### config.mk
export PLATFORM = sky130hd
export DESIGN_NAME = seq_shift_add_mult_flat
export DESIGN_NICKNAME = d
export VERILOG_FILES = /design/src/rtl/seq_shift_add_mult_pkg.sv /design/src/rtl/seq_shift_add_mult_if.sv /design/src/rtl/seq_shift_add_mult_rca.sv /design/src/rtl/seq_shift_add_mult.sv /design/src/flat_wrapper.sv
export SDC_FILE = /design/constraint.sdc
export NUM_CORES = 1
export LEC_CHECK = 0
export CORE_MARGIN = 3
export CORE_UTILIZATION = 35
export CTS_CLUSTER_DIAMETER = 120
export DETAILED_ROUTE_END_ITERATION = 8
export PLACE_DENSITY_LB_ADDON = 0.12
export RECOVER_POWER = 100
export SYNTH_ARGS = -nofsm -noshare
export SYNTH_HDL_FRONTEND = slang
export SYNTH_SLANG_ARGS = --single-unit
export TNS_END_PERCENT = 5
### constraint.sdc
create_clock -name clk -period 3.21 [get_ports clk]
set_clock_uncertainty 0.2 [all_clocks]
set_input_delay 0.963 -clock clk [delete_from_list [all_inputs] [get_ports clk]]
set_output_delay 0.963 -clock clk [all_outputs]
set_load 0.05 [all_outputs]
### src/rtl/seq_shift_add_mult_pkg.sv
// Shared types and flag helper for the shift-add multiplier.
// SEQ_MULT_SIGNED_EN selects two's-complement operands.
package seq_mult_pkg;

  typedef enum logic [1:0] {IDLE, RUN, DONE} mult_state_t;

  // Widest operand the flag helper can evaluate.
  localparam int MAX_N = 32;

`ifdef SEQ_MULT_SIGNED_EN
  localparam bit SIGNED_MODE = 1'b1;
`else
  localparam bit SIGNED_MODE = 1'b0;
`endif

  // Returns {c, n, v, z} for a 2w-bit product held in the low bits of prod.
  function automatic logic [3:0] flags_f(input logic [2*MAX_N-1:0] prod,
                                         input int w,
                                         input bit signed_mode);
    logic [2*MAX_N-1:0] p;
    logic c, n, z, all1, all0;
    p    = prod;
    c    = 1'b0;
    n    = 1'b0;
    z    = 1'b1;
    all1 = 1'b1;
    all0 = 1'b1;
    for (int i = 0; i < 2*MAX_N; i++) begin
      if (i < 2*w) begin
        if (p[0]) z = 1'b0;
        if (i >= w && p[0]) c = 1'b1;
        if (i == 2*w-1) n = p[0];
        if (i >= w-1) begin
          if (p[0]) all0 = 1'b0;
          else      all1 = 1'b0;
        end
      end
      p = p >> 1;
    end
    return {c, n, (signed_mode ? !(all1 || all0) : c), z};
  endfunction

endpackage

### src/rtl/seq_shift_add_mult_if.sv
// Request/result bundle of the sequential multiplier.
interface seq_shift_add_mult_if #(parameter int N = 4);
  logic           start;
  logic [N-1:0]   a;
  logic [N-1:0]   b;
  logic           busy;
  logic           done;
  logic [2*N-1:0] r;
  logic           c;
  logic           n;
  logic           v;
  logic           z;

  modport master (output start, a, b, input busy, done, r, c, n, v, z);
  modport slave  (input start, a, b, output busy, done, r, c, n, v, z);
endinterface

### src/rtl/seq_shift_add_mult_rca.sv
// N-bit ripple-carry adder built from a chain of full-adder cells.
module rca_n #(parameter int N = 4) (
  input  logic [N-1:0] a,
  input  logic [N-1:0] b,
  input  logic         cin,
  output logic [N-1:0] s,
  output logic         cout
);
  logic [N:0] carry;

  assign carry[0] = cin;

  for (genvar i = 0; i < N; i++) begin : g_fa
    assign s[i]       = a[i] ^ b[i] ^ carry[i];
    assign carry[i+1] = (a[i] & b[i]) | (carry[i] & (a[i] ^ b[i]));
  end

  assign cout = carry[N];
endmodule

### src/rtl/seq_shift_add_mult.sv
// Sequential shift-add multiplier, one add per clock, start/done handshake.
// Define SEQ_MULT_SIGNED_EN for two's-complement operands.
import seq_mult_pkg::*;

module seq_shift_add_mult #(parameter int N = 4) (
  input  logic clk,
  input  logic rst_n,
  seq_shift_add_mult_if.slave bus
);
  localparam int CW = $clog2(N+1);

  mult_state_t        state;
  logic [CW-1:0]      cnt;
  logic [N-1:0]       mcand, acc, mplr;
  logic [N-1:0]       addend, sum_lo, op_a, op_b;
  logic               sum_hi;
  logic               accept;
  logic               busy_q, done_q;
  logic [2*N-1:0]     prod, res, r_q;
  logic [3:0]         flags_q, flags_nxt;
  logic [2*MAX_N-1:0] prod_wide;

  assign accept = bus.start && (state != RUN);
  assign addend = mplr[0] ? mcand : '0;
  assign prod   = {acc, mplr};

`ifdef SEQ_MULT_SIGNED_EN
  logic sign_q;
  assign op_a = bus.a[N-1] ? -bus.a : bus.a;
  assign op_b = bus.b[N-1] ? -bus.b : bus.b;
  assign res  = sign_q ? -prod : prod;
`else
  assign op_a = bus.a;
  assign op_b = bus.b;
  assign res  = prod;
`endif

  rca_n #(.N(N)) u_add (
    .a    (acc),
    .b    (addend),
    .cin  (1'b0),
    .s    (sum_lo),
    .cout (sum_hi)
  );

  always_comb begin
    prod_wide          = '0;
    prod_wide[2*N-1:0] = res;
    flags_nxt          = flags_f(prod_wide, N, SIGNED_MODE);
  end

  // NOTE: sequential state uses non-blocking assignments so every register
  // samples the pre-edge values; later assignments in the block win.
  always_ff @(posedge clk) begin
    if (!rst_n) begin
      state   <= IDLE;
      cnt     <= '0;
      mcand   <= '0;
      acc     <= '0;
      mplr    <= '0;
      busy_q  <= 1'b0;
      done_q  <= 1'b0;
      r_q     <= '0;
      flags_q <= '0;
`ifdef SEQ_MULT_SIGNED_EN
      sign_q  <= 1'b0;
`endif
    end else begin
      done_q <= 1'b0;
      case (state)
        RUN: begin
          // {acc,mplr} <= {sum,mplr} >> 1
          acc  <= {sum_hi, sum_lo[N-1:1]};
          mplr <= {sum_lo[0], mplr[N-1:1]};
          cnt  <= cnt + 1'b1;
          if (cnt == CW'(N-1)) begin
            state  <= DONE;
            busy_q <= 1'b0;
          end
        end
        DONE: begin
          r_q     <= res;
          flags_q <= flags_nxt;
          done_q  <= 1'b1;
          state   <= IDLE;
        end
        default: ;
      endcase
      // A start in DONE both publishes the old result and launches the next one.
      if (accept) begin
        mcand  <= op_a;
        acc    <= '0;
        mplr   <= op_b;
        cnt    <= '0;
        busy_q <= 1'b1;
        state  <= RUN;
`ifdef SEQ_MULT_SIGNED_EN
        sign_q <= bus.a[N-1] ^ bus.b[N-1];
`endif
      end
    end
  end

  assign bus.busy = busy_q;
  assign bus.done = done_q;
  assign bus.r    = r_q;
  assign {bus.c, bus.n, bus.v, bus.z} = flags_q;
endmodule
### src/flat_wrapper.sv
// flat-port wrapper written by rule: the top's interface ports become plain ports
module seq_shift_add_mult_flat 
#(parameter int N = 4)
  (clk, rst_n, bus_start, bus_a, bus_b, bus_busy, bus_done, bus_r, bus_c, bus_n, bus_v, bus_z);
  seq_shift_add_mult_if #(.N(N)) bus_i ();
  input  logic clk;
  input  logic rst_n;
  input wire logic [$bits(bus_i.start)-1:0] bus_start;
  input wire logic [$bits(bus_i.a)-1:0] bus_a;
  input wire logic [$bits(bus_i.b)-1:0] bus_b;
  output wire logic [$bits(bus_i.busy)-1:0] bus_busy;
  output wire logic [$bits(bus_i.done)-1:0] bus_done;
  output wire logic [$bits(bus_i.r)-1:0] bus_r;
  output wire logic [$bits(bus_i.c)-1:0] bus_c;
  output wire logic [$bits(bus_i.n)-1:0] bus_n;
  output wire logic [$bits(bus_i.v)-1:0] bus_v;
  output wire logic [$bits(bus_i.z)-1:0] bus_z;
  assign bus_i.start = bus_start;
  assign bus_i.a = bus_a;
  assign bus_i.b = bus_b;
  assign bus_busy = bus_i.busy;
  assign bus_done = bus_i.done;
  assign bus_r = bus_i.r;
  assign bus_c = bus_i.c;
  assign bus_n = bus_i.n;
  assign bus_v = bus_i.v;
  assign bus_z = bus_i.z;
  seq_shift_add_mult #(.N(N)) u_core (.clk(clk), .rst_n(rst_n), .bus(bus_i));
endmodule
-- Word-level counts from Yosys, hierarchy flattened
Index checks and enable logic that the tools add are counted.
- register bits after elaboration: 31
- input port bits: 11
- output and inout port bits: 14
- logic and storage cells: 66
- $add $sub $neg: 1
- equality and inequality tests: 6
- muxes and demuxes: 22
- bitwise operators: 18
- reduce and logical (&&, ||, !) cells: 9
- operators with widths (kind ; count):
    2-to-1 mux 1 bit ; 17
    2-to-1 mux 4 bit ; 3
    AND 1 bit ; 7
    bitwise XOR 1 bit ; 7
    AND reduction 2 bit ; 3
    nonzero test 2 bit ; 3
    != test 2 x 1 -> 1 bit (second input constant) ; 2
    one-hot mux 2 bit (2 select lines) ; 1
    adder 3 x 1 -> 3 bit (second input constant) ; 1
    equality test 3 x 2 -> 1 bit (second input constant) ; 1
    != test 3 x 1 -> 1 bit (second input constant) ; 1
    bitwise OR 1 bit ; 3
    nonzero test 3 bit ; 1
    equality test 2 x 1 -> 1 bit (second input constant) ; 1
    equality test 2 bit (second input constant) ; 1
    2-to-1 mux 2 bit ; 1
    OR reduction 2 bit ; 1
    logical AND 1 bit ; 1
    inverter 1 bit ; 1

-- Depth between registers and ports, before layout
Gate-level depths: netlist of run 1.
- depth after elaboration: 8
- mapped depth: 10
- depth with buffers taken out: 10

-- Modules after synthesis
A second synthesis of run 1 with hierarchy kept.
- cell total of the unflattened synthesis: 152
- area, all modules: 1351.3 µm²
- by module, submodules not included (module ; times used ; cells each ; area each (µm²) ; seq. area each (µm²)):
    seq_shift_add_mult ; 1 ; 138 ; 1233.7 ; 580.6
    rca_n ; 1 ; 14 ; 117.6 ; 0.0

-- Worst setup path after synthesis of run 1
No wires, ideal clock.
- path type: register to register
- start: register u_core.mplr[0]
- end: register u_core.acc[2]
- library setup time: 0.115 ns
- data arrival time: 1.944 ns
- data required time: 2.895 ns
- path slack: 0.951 ns
- cell stages (with the launch flop): 11
- buffers on the path: 0
- clock period less this slack: 2.259 ns
- path through: dfxtp_1 and2_1 ha_1 inv_1 fa_1 inv_1 fa_1 inv_1 fa_1 nor2b_1 o21a_1
- cells in the longest elaborated chain, start to end: 7
- elaborated cells between the ends (all ways): 12
- classes of those cells: 1 x mux; 11 x bitwise
- ends and longest elaborated chain (what ; RTL line ; source):
    start, declared ; seq_shift_add_mult.sv:14 ; logic [N-1:0] mcand, acc, mplr;
    start signal, assigned ; seq_shift_add_mult.sv:74 ; mplr <= {sum_lo[0], mplr[N-1:1]};
    start signal, assigned ; seq_shift_add_mult.sv:93 ; mplr <= op_b;
    2-to-1 mux 4 bit * ; seq_shift_add_mult.sv:24 ; assign addend = mplr[0] ? mcand : '0;
    AND 1 bit / bitwise XOR 1 bit (equally long branches) ; seq_shift_add_mult_rca.sv:15 ; assign carry[i+1] = (a[i] & b[i]) | (carry[i] & (a[i] ^ b[i]));
    AND 1 bit ; seq_shift_add_mult_rca.sv:15 ;
    bitwise OR 1 bit ; seq_shift_add_mult_rca.sv:15 ;
    AND 1 bit ; seq_shift_add_mult_rca.sv:15 ;
    bitwise OR 1 bit ; seq_shift_add_mult_rca.sv:15 ;
    bitwise XOR 1 bit * ; seq_shift_add_mult_rca.sv:14 ; assign s[i] = a[i] ^ b[i] ^ carry[i];
    end signal, assigned ; seq_shift_add_mult.sv:73 ; acc <= {sum_hi, sum_lo[N-1:1]};
    end, declared ; seq_shift_add_mult.sv:14 ;
Mark *: on every way between the ends. The rest lies on a longest branch, timed or not.
A chain may end at the register's enable or synchronous reset.

==> metrics.txt, run 1 <==
most frequent cells in the layout dfxtp_1, nor2b_1, mux2i_1, dlygate4sd3_1, nand2_1; cell family with most CP delay buffers and inverters; CP required 2.05 ns; max capacitance violation total 0; outcome finished clean; cells on worst reg2reg path 10; First DRT Iteration DRCs 26; worst ir drop on vdd 0.0002774 V; WP buf/inv 1; Worst-Skew Late Latency 0.28 ns; crit path DAT between 1.5 and 2 ns; Syn Area/Cell 10.02 um^2; total CTS buffers 5; asr flop ratio synth 0%; gpl congestion 0.7404; CP max stage cell dlygate4sd3_1; maximum number of pins on one net before global-route repair 27; final period utilization a little over four fifths; # fillers 368; CTS tree done; Cells after Synth 141; layout cell share with drive strength beyond 1 4.268%; FP Rows 22; Combinational Power Share 9.4%; FMAX 371.1 MHz; PortBufs 24; vias post-DR between 900 and 1k; Post-CTS Setup Repair Bufs 0; Root Driver clkbuf_8; Worst Hold Class reg2reg; RR Startpoint u_core.mplr[0]; area post-placement 0.001635 mm^2; Num Clock Sinks 29; drt first pass iters 4; max incr delay on CP roughly 0.9 ns; Initial Utilization roughly 37%; PostCTS Resize Cnt 0; leading cell type in the layout, fill and taps excluded dfxtp_1; ANT cells 0; Leak roughly 0.00067 uW; YS warnings 0; core box area 0.003771 mm^2; Setup TNS 0 ns; clock network power share 38.6%; PD cells 427.8 mW/mm^2; count of final hold-check violations 0; Detailed Route WL 2733 um; final setup vio count 0; register share of total power between 50% and 60%; Post-synth top flop dfxtp_1; Pins Over Slew Limit 0; vias in the first global route 966; EDFF count, synth 0; crit path from u_core.flags_q[2]; drt drc 0; R2R Path End u_core.acc[2]; Total Routing Usage GR 12.46%; R2R setup slack 0.73 ns; initial antenna violation count 0; cell-internal power 559.9 uW; CP cell instances dlygate4sd3_1; Seq/Total Area, Yosys 41.10%; mapped cell area 0.001413 mm^2; CP Max Fanout 3; cell area after layout 0.001708 mm^2; # hold bufs at CTS 0; #FFs+latches synth 29; switching pwr 170.7 uW; area grow syn2layout 20.90%; Crit. path cell count 1; Final ANT Viol Nets 0; Crit. End Element output pin; Synth cell types 28; Critical Path Start Type register; # H-tree levels 2; die area 0.004834 mm^2; # IOs 25; crit path capture bus_r[7]; clock buffer depth 2; chip height 69.53 um; actual slew at the worst max-slew pin 0.8127 ns; Die Wd 69.53 um; syn nets 160; remaining global-route overflow 0; nets 182; Avg Vias per Cell 4.651; first-pass GRT wire length 4705 um; switching part of the total between 20% and 30%; post-layout min period between 2 and 3 ns; DP HPWL between 1500 and 2000 um; critical path class reg2out; WL/cell around 13 um; max_slew headroom 45.82%; RSZ-0062 raised after global routing false; Reg clk slew, reported paths 0.06 ns
[worst reg2reg max path, cell delays in order (launching register included)]
cell and delay, ns:
dfxtp_1 0.47, and2_0 0.18, ha_1 0.14, inv_1 0.05, fa_1 0.36, inv_1 0.08, fa_1 0.17, inv_1 0.05
fa_1 0.47, nor2b_1 0.04, o21a_1 0.18
[registers in the layout (all words and copies together), names as in the netlist]
signal,cells
u_core.mplr,4
u_core.flags_q,3
u_core.state,2
u_core.mcand,4
u_core.acc,4
u_core.cnt,3
u_core.bus.r,7
u_core.bus.done,1
u_core.bus.busy,1
[cells by family (layout without fill, tap and decap cells)]
kind of cell / after synthesis / after routing / synth area share, %
flops: 29 / 29 / 41.10
fa+ha+maj: 8 / 8 / 8.680
buf+inv: 19 / 42 / 8.679
simple gates: 52 / 52 / 22.41
compound gates: 17 / 17 / 7.794
mux: 16 / 16 / 11.34
[cell usage after synthesis, drive strengths merged, types with 3 or more instances]
master,count,area share [%]
dfxtp,29,41
nor2b,23,11
mux2i,16,11
buf,9,5.9
nand2,9,2.4
inv,8,2.1
and2,7,3.2
o21a,7,3.7
ha,5,4.4
nor3b,5,2.7
o21ai,5,1.8
a21oi,3,1.1
fa,3,4.3
[per-layer routing]
metal | up-vias | wire length [um] | global-route usage (%)
li1 | 503 | - | -
met1 | 460 | 1294 | 15.42
met2 | 17 | 1238 | 18.75
met3 | 6 | 133 | 4.638
met4 | 0 | 67 | 6.508
met5 | - | 0 | 0
[worst min-delay path by stage]
stage,startpoint,endpoint,cells after the start
after floorplan,u_core.mcand[0],u_core.mcand[0],2
after global placement,u_core.flags_q[0],u_core.flags_q[0],2
after detailed placement,u_core.flags_q[0],u_core.flags_q[0],2
after CTS,u_core.flags_q[0],u_core.flags_q[0],2
after global routing,u_core.flags_q[0],u_core.flags_q[0],2
final,u_core.flags_q[0],u_core.flags_q[0],2
[final cells by class]
class	instances	area, um^2	area share, %
flip-flops and latches	29	580.6	33.99
inverters	8	30.03	1.758
clock buffers	8	80.08	4.689
repair buffers	26	247.7	14.51
well taps	48	60.06	3.516
multi-input cells	93	709.4	41.54
[stage by stage]
step	power (uW)	cells	setup WS, ns	util, %	hold slack (ns)
final	730.6	212	0.5154	45.29	0.2791
after global routing	769.7	212	0.4725	45.29	0.2913
after CTS	745.8	212	0.5443	45.49	0.2827
after detailed placement	460.6	204	0.5561	43.36	0.2725
after global placement	458.8	204	0.5773	43.36	0.2598
after floorplan	442.0	141	0.9514	-	0.2737
[power by group through the flow]
stage	clock network, uW	logic (uW)	registers [uW]
after floorplan	0	53.3	389
after global placement	0	71.0	388
after detailed placement	0	72.6	388
after CTS	293	72.7	380
after global routing	311	77.2	381
final	282	69.0	380
(Power assumes the default switching activity.)
==> run 2, diff against run 1 <==
clock period = 2.35 ns   (was 3.21 ns; I/O delays follow)
==> run 2 against run 1 <==
Wire length shrank 1.8%. Via count shrank 1.0%. Sequential power grew 36%.
==> metrics.txt, run 2 (synthesized netlist as in run 1, its figures left out) <==
FP Rows 22 (unchanged); final setup vio count 0 (unchanged); layout cell share with drive strength beyond 1 13.33% (+9.1 points); CP max stage cell fa_1; core box area 0.003771 mm^2 (unchanged); worst ir drop on vdd 0.0003562 V (+28%); area grow syn2layout 18.25%; Setup TNS 0 ns (unchanged); Root Driver clkbuf_8; drt first pass iters 4 (unchanged); Worst Hold Class reg2reg; Final ANT Viol Nets 0 (unchanged); actual slew at the worst max-slew pin 0.8055 ns (-0.007190 ns); # H-tree levels 2 (unchanged); Total Routing Usage GR 12.31% (-0.15 points); DP HPWL 1954 um (-0.76%); GRT met2 Usage 19.60% (+0.85 points); final core utilization 44.29% (-1.0 points); ANT cells 0 (unchanged); Num Clock Sinks 29 (unchanged); Post-CTS Setup Repair Bufs 0 (unchanged); GRT met3 Usage 3.913% (-0.72 points); final period utilization 96.55%; Die Wd 69.53 um (unchanged); outcome finished clean; R2R setup slack 0.08 ns (-0.65 ns); GR Layer Usage met1 14.45% (-0.97 points); Top cell by count, worst path inv_2; crit path DAT 2.23 ns (+0.70 ns); max incr delay on CP 0.49 ns (-0.40 ns); remaining global-route overflow 0 (unchanged); nets 184 (+1.1%); Leak 0.0006049 uW (-9.1%); CP cell instances and2_4 > ha_4 > inv_2 > fa_2 > inv_2 > fa_2 > inv_2 > fa_1 > nor2b_1 > o21a_1; max reg flops 7 (unchanged); max_slew headroom 46.30% (+0.48 points); count of final hold-check violations 0 (unchanged); CP Max Fanout 2 (-1); # IOs 25 (unchanged); critical path class reg2reg; WL/cell 12.61 um (-2.2%); CTS tree done; Initial Utilization 37.46% (unchanged); FMAX approximately 440 MHz; post-layout min period 2.269 ns; max capacitance violation total 0 (unchanged); PortBufs 24 (unchanged); total CTS buffers 5 (unchanged); chip height 69.53 um (unchanged); first-pass GRT wire length 4664 um (-0.87%); WP buf/inv 3 (+2); vias in the first global route 993 (+2.8%); First DRT Iteration DRCs 19 (-27%); CP required 2.31 ns (+0.26 ns); Worst-Skew Late Latency 0.27 ns (about the same); Pins Over Slew Limit 0 (unchanged); initial antenna violation count 0 (unchanged); Detailed Route WL 2685 um (-1.8%); Crit. End Element register; Most Crowded Layer GR met2; maximum number of pins on one net before global-route repair 27 (unchanged); drt drc 0 (unchanged); RSZ-0062 raised after global routing true; clock buffer depth 2 (unchanged); cell family with most CP delay adder cells; die area 0.004834 mm^2 (unchanged); most frequent cells in the layout dfxtp_1, nor2b_1, mux2i_1; vias post-DR 976 (-1.0%); gpl congestion 0.7266 (-1.9%); Critical Path Start Type register; leading cell type in the layout, fill and taps excluded dfxtp_1; Reg clk slew, reported paths 0.06 ns (about the same); PD cells 609.0 mW/mm^2 (+42%); Avg Vias per Cell 4.582 (-1.5%)
==> run 2: report_power, final <==
part           leakage (uW)  switching (uW)  total [uW]  internal (uW)
clock network     0.0000443             168         399            232
registers          0.000237            10.4         518            507
logic              0.000324            48.6         100           51.5
==> run 2: per-layer routing <==
layer	share of wire, %	up-vias	wire length, um
li1	-	505	-
met1	45	448	1213
met2	49	19	1313
met3	4.3	4	115
met4	1.6	0	42
met5	0	-	0
==> run 2: what timing repair did <==
action / CTS / global route
hold buffers: 0 / 0
gates resized for setup: 0 / 11
endpoints found under the setup margin: 0 / 1
hold endpoints to repair: 0 / 0
==> run 2: path summary, 6_finish.rpt <==
path | from | to | cells past startpoint
min | u_core.flags_q[0] | u_core.flags_q[0] | 2
max | u_core.mcand[0] | u_core.acc[2] | 10
max reg2reg | u_core.mcand[0] | u_core.acc[2] | 10
min reg2reg | u_core.flags_q[0] | u_core.flags_q[0] | 2
==> run 2: final cells by class <==
cell class / instances / area [um^2]
Inverter: 8 / 30.03
Tap cell: 48 / 60.06
Timing Repair Buffer: 28 / 180.2
Clock buffer: 7 / 86.33
Sequential cell: 29 / 584.3
Multi-Input combinational cell: 93 / 729.5
Fill cell: 391 / 2101
==> run 2: worst min-delay path, stage by stage (launching register included) <==
cell,delay (ns)
dfxtp_1,0.31
nand3b_1,0.07
nand2_1,0.05
==> run 2: through the flow <==
| stage | total power, uW | cell area [um^2] | setup WS, ns | instances | hold WS [ns] |
|---|---|---|---|---|---|
| finish | 1017 | 1670 | 0.08116 | 213 | 0.2768 |
| global route | 1066 | 1670 | -0.0006053 | 213 | 0.2967 |
| CTS | 1039 | 1714 | 0.02319 | 213 | 0.2828 |
| detailed placement | 634.2 | 1628 | 0.02787 | 206 | 0.2757 |
| global placement | 632.3 | 1628 | 0.08435 | 206 | 0.2629 |
| floorplan | 603.8 | 1413 | 0.09136 | 141 | 0.2737 |
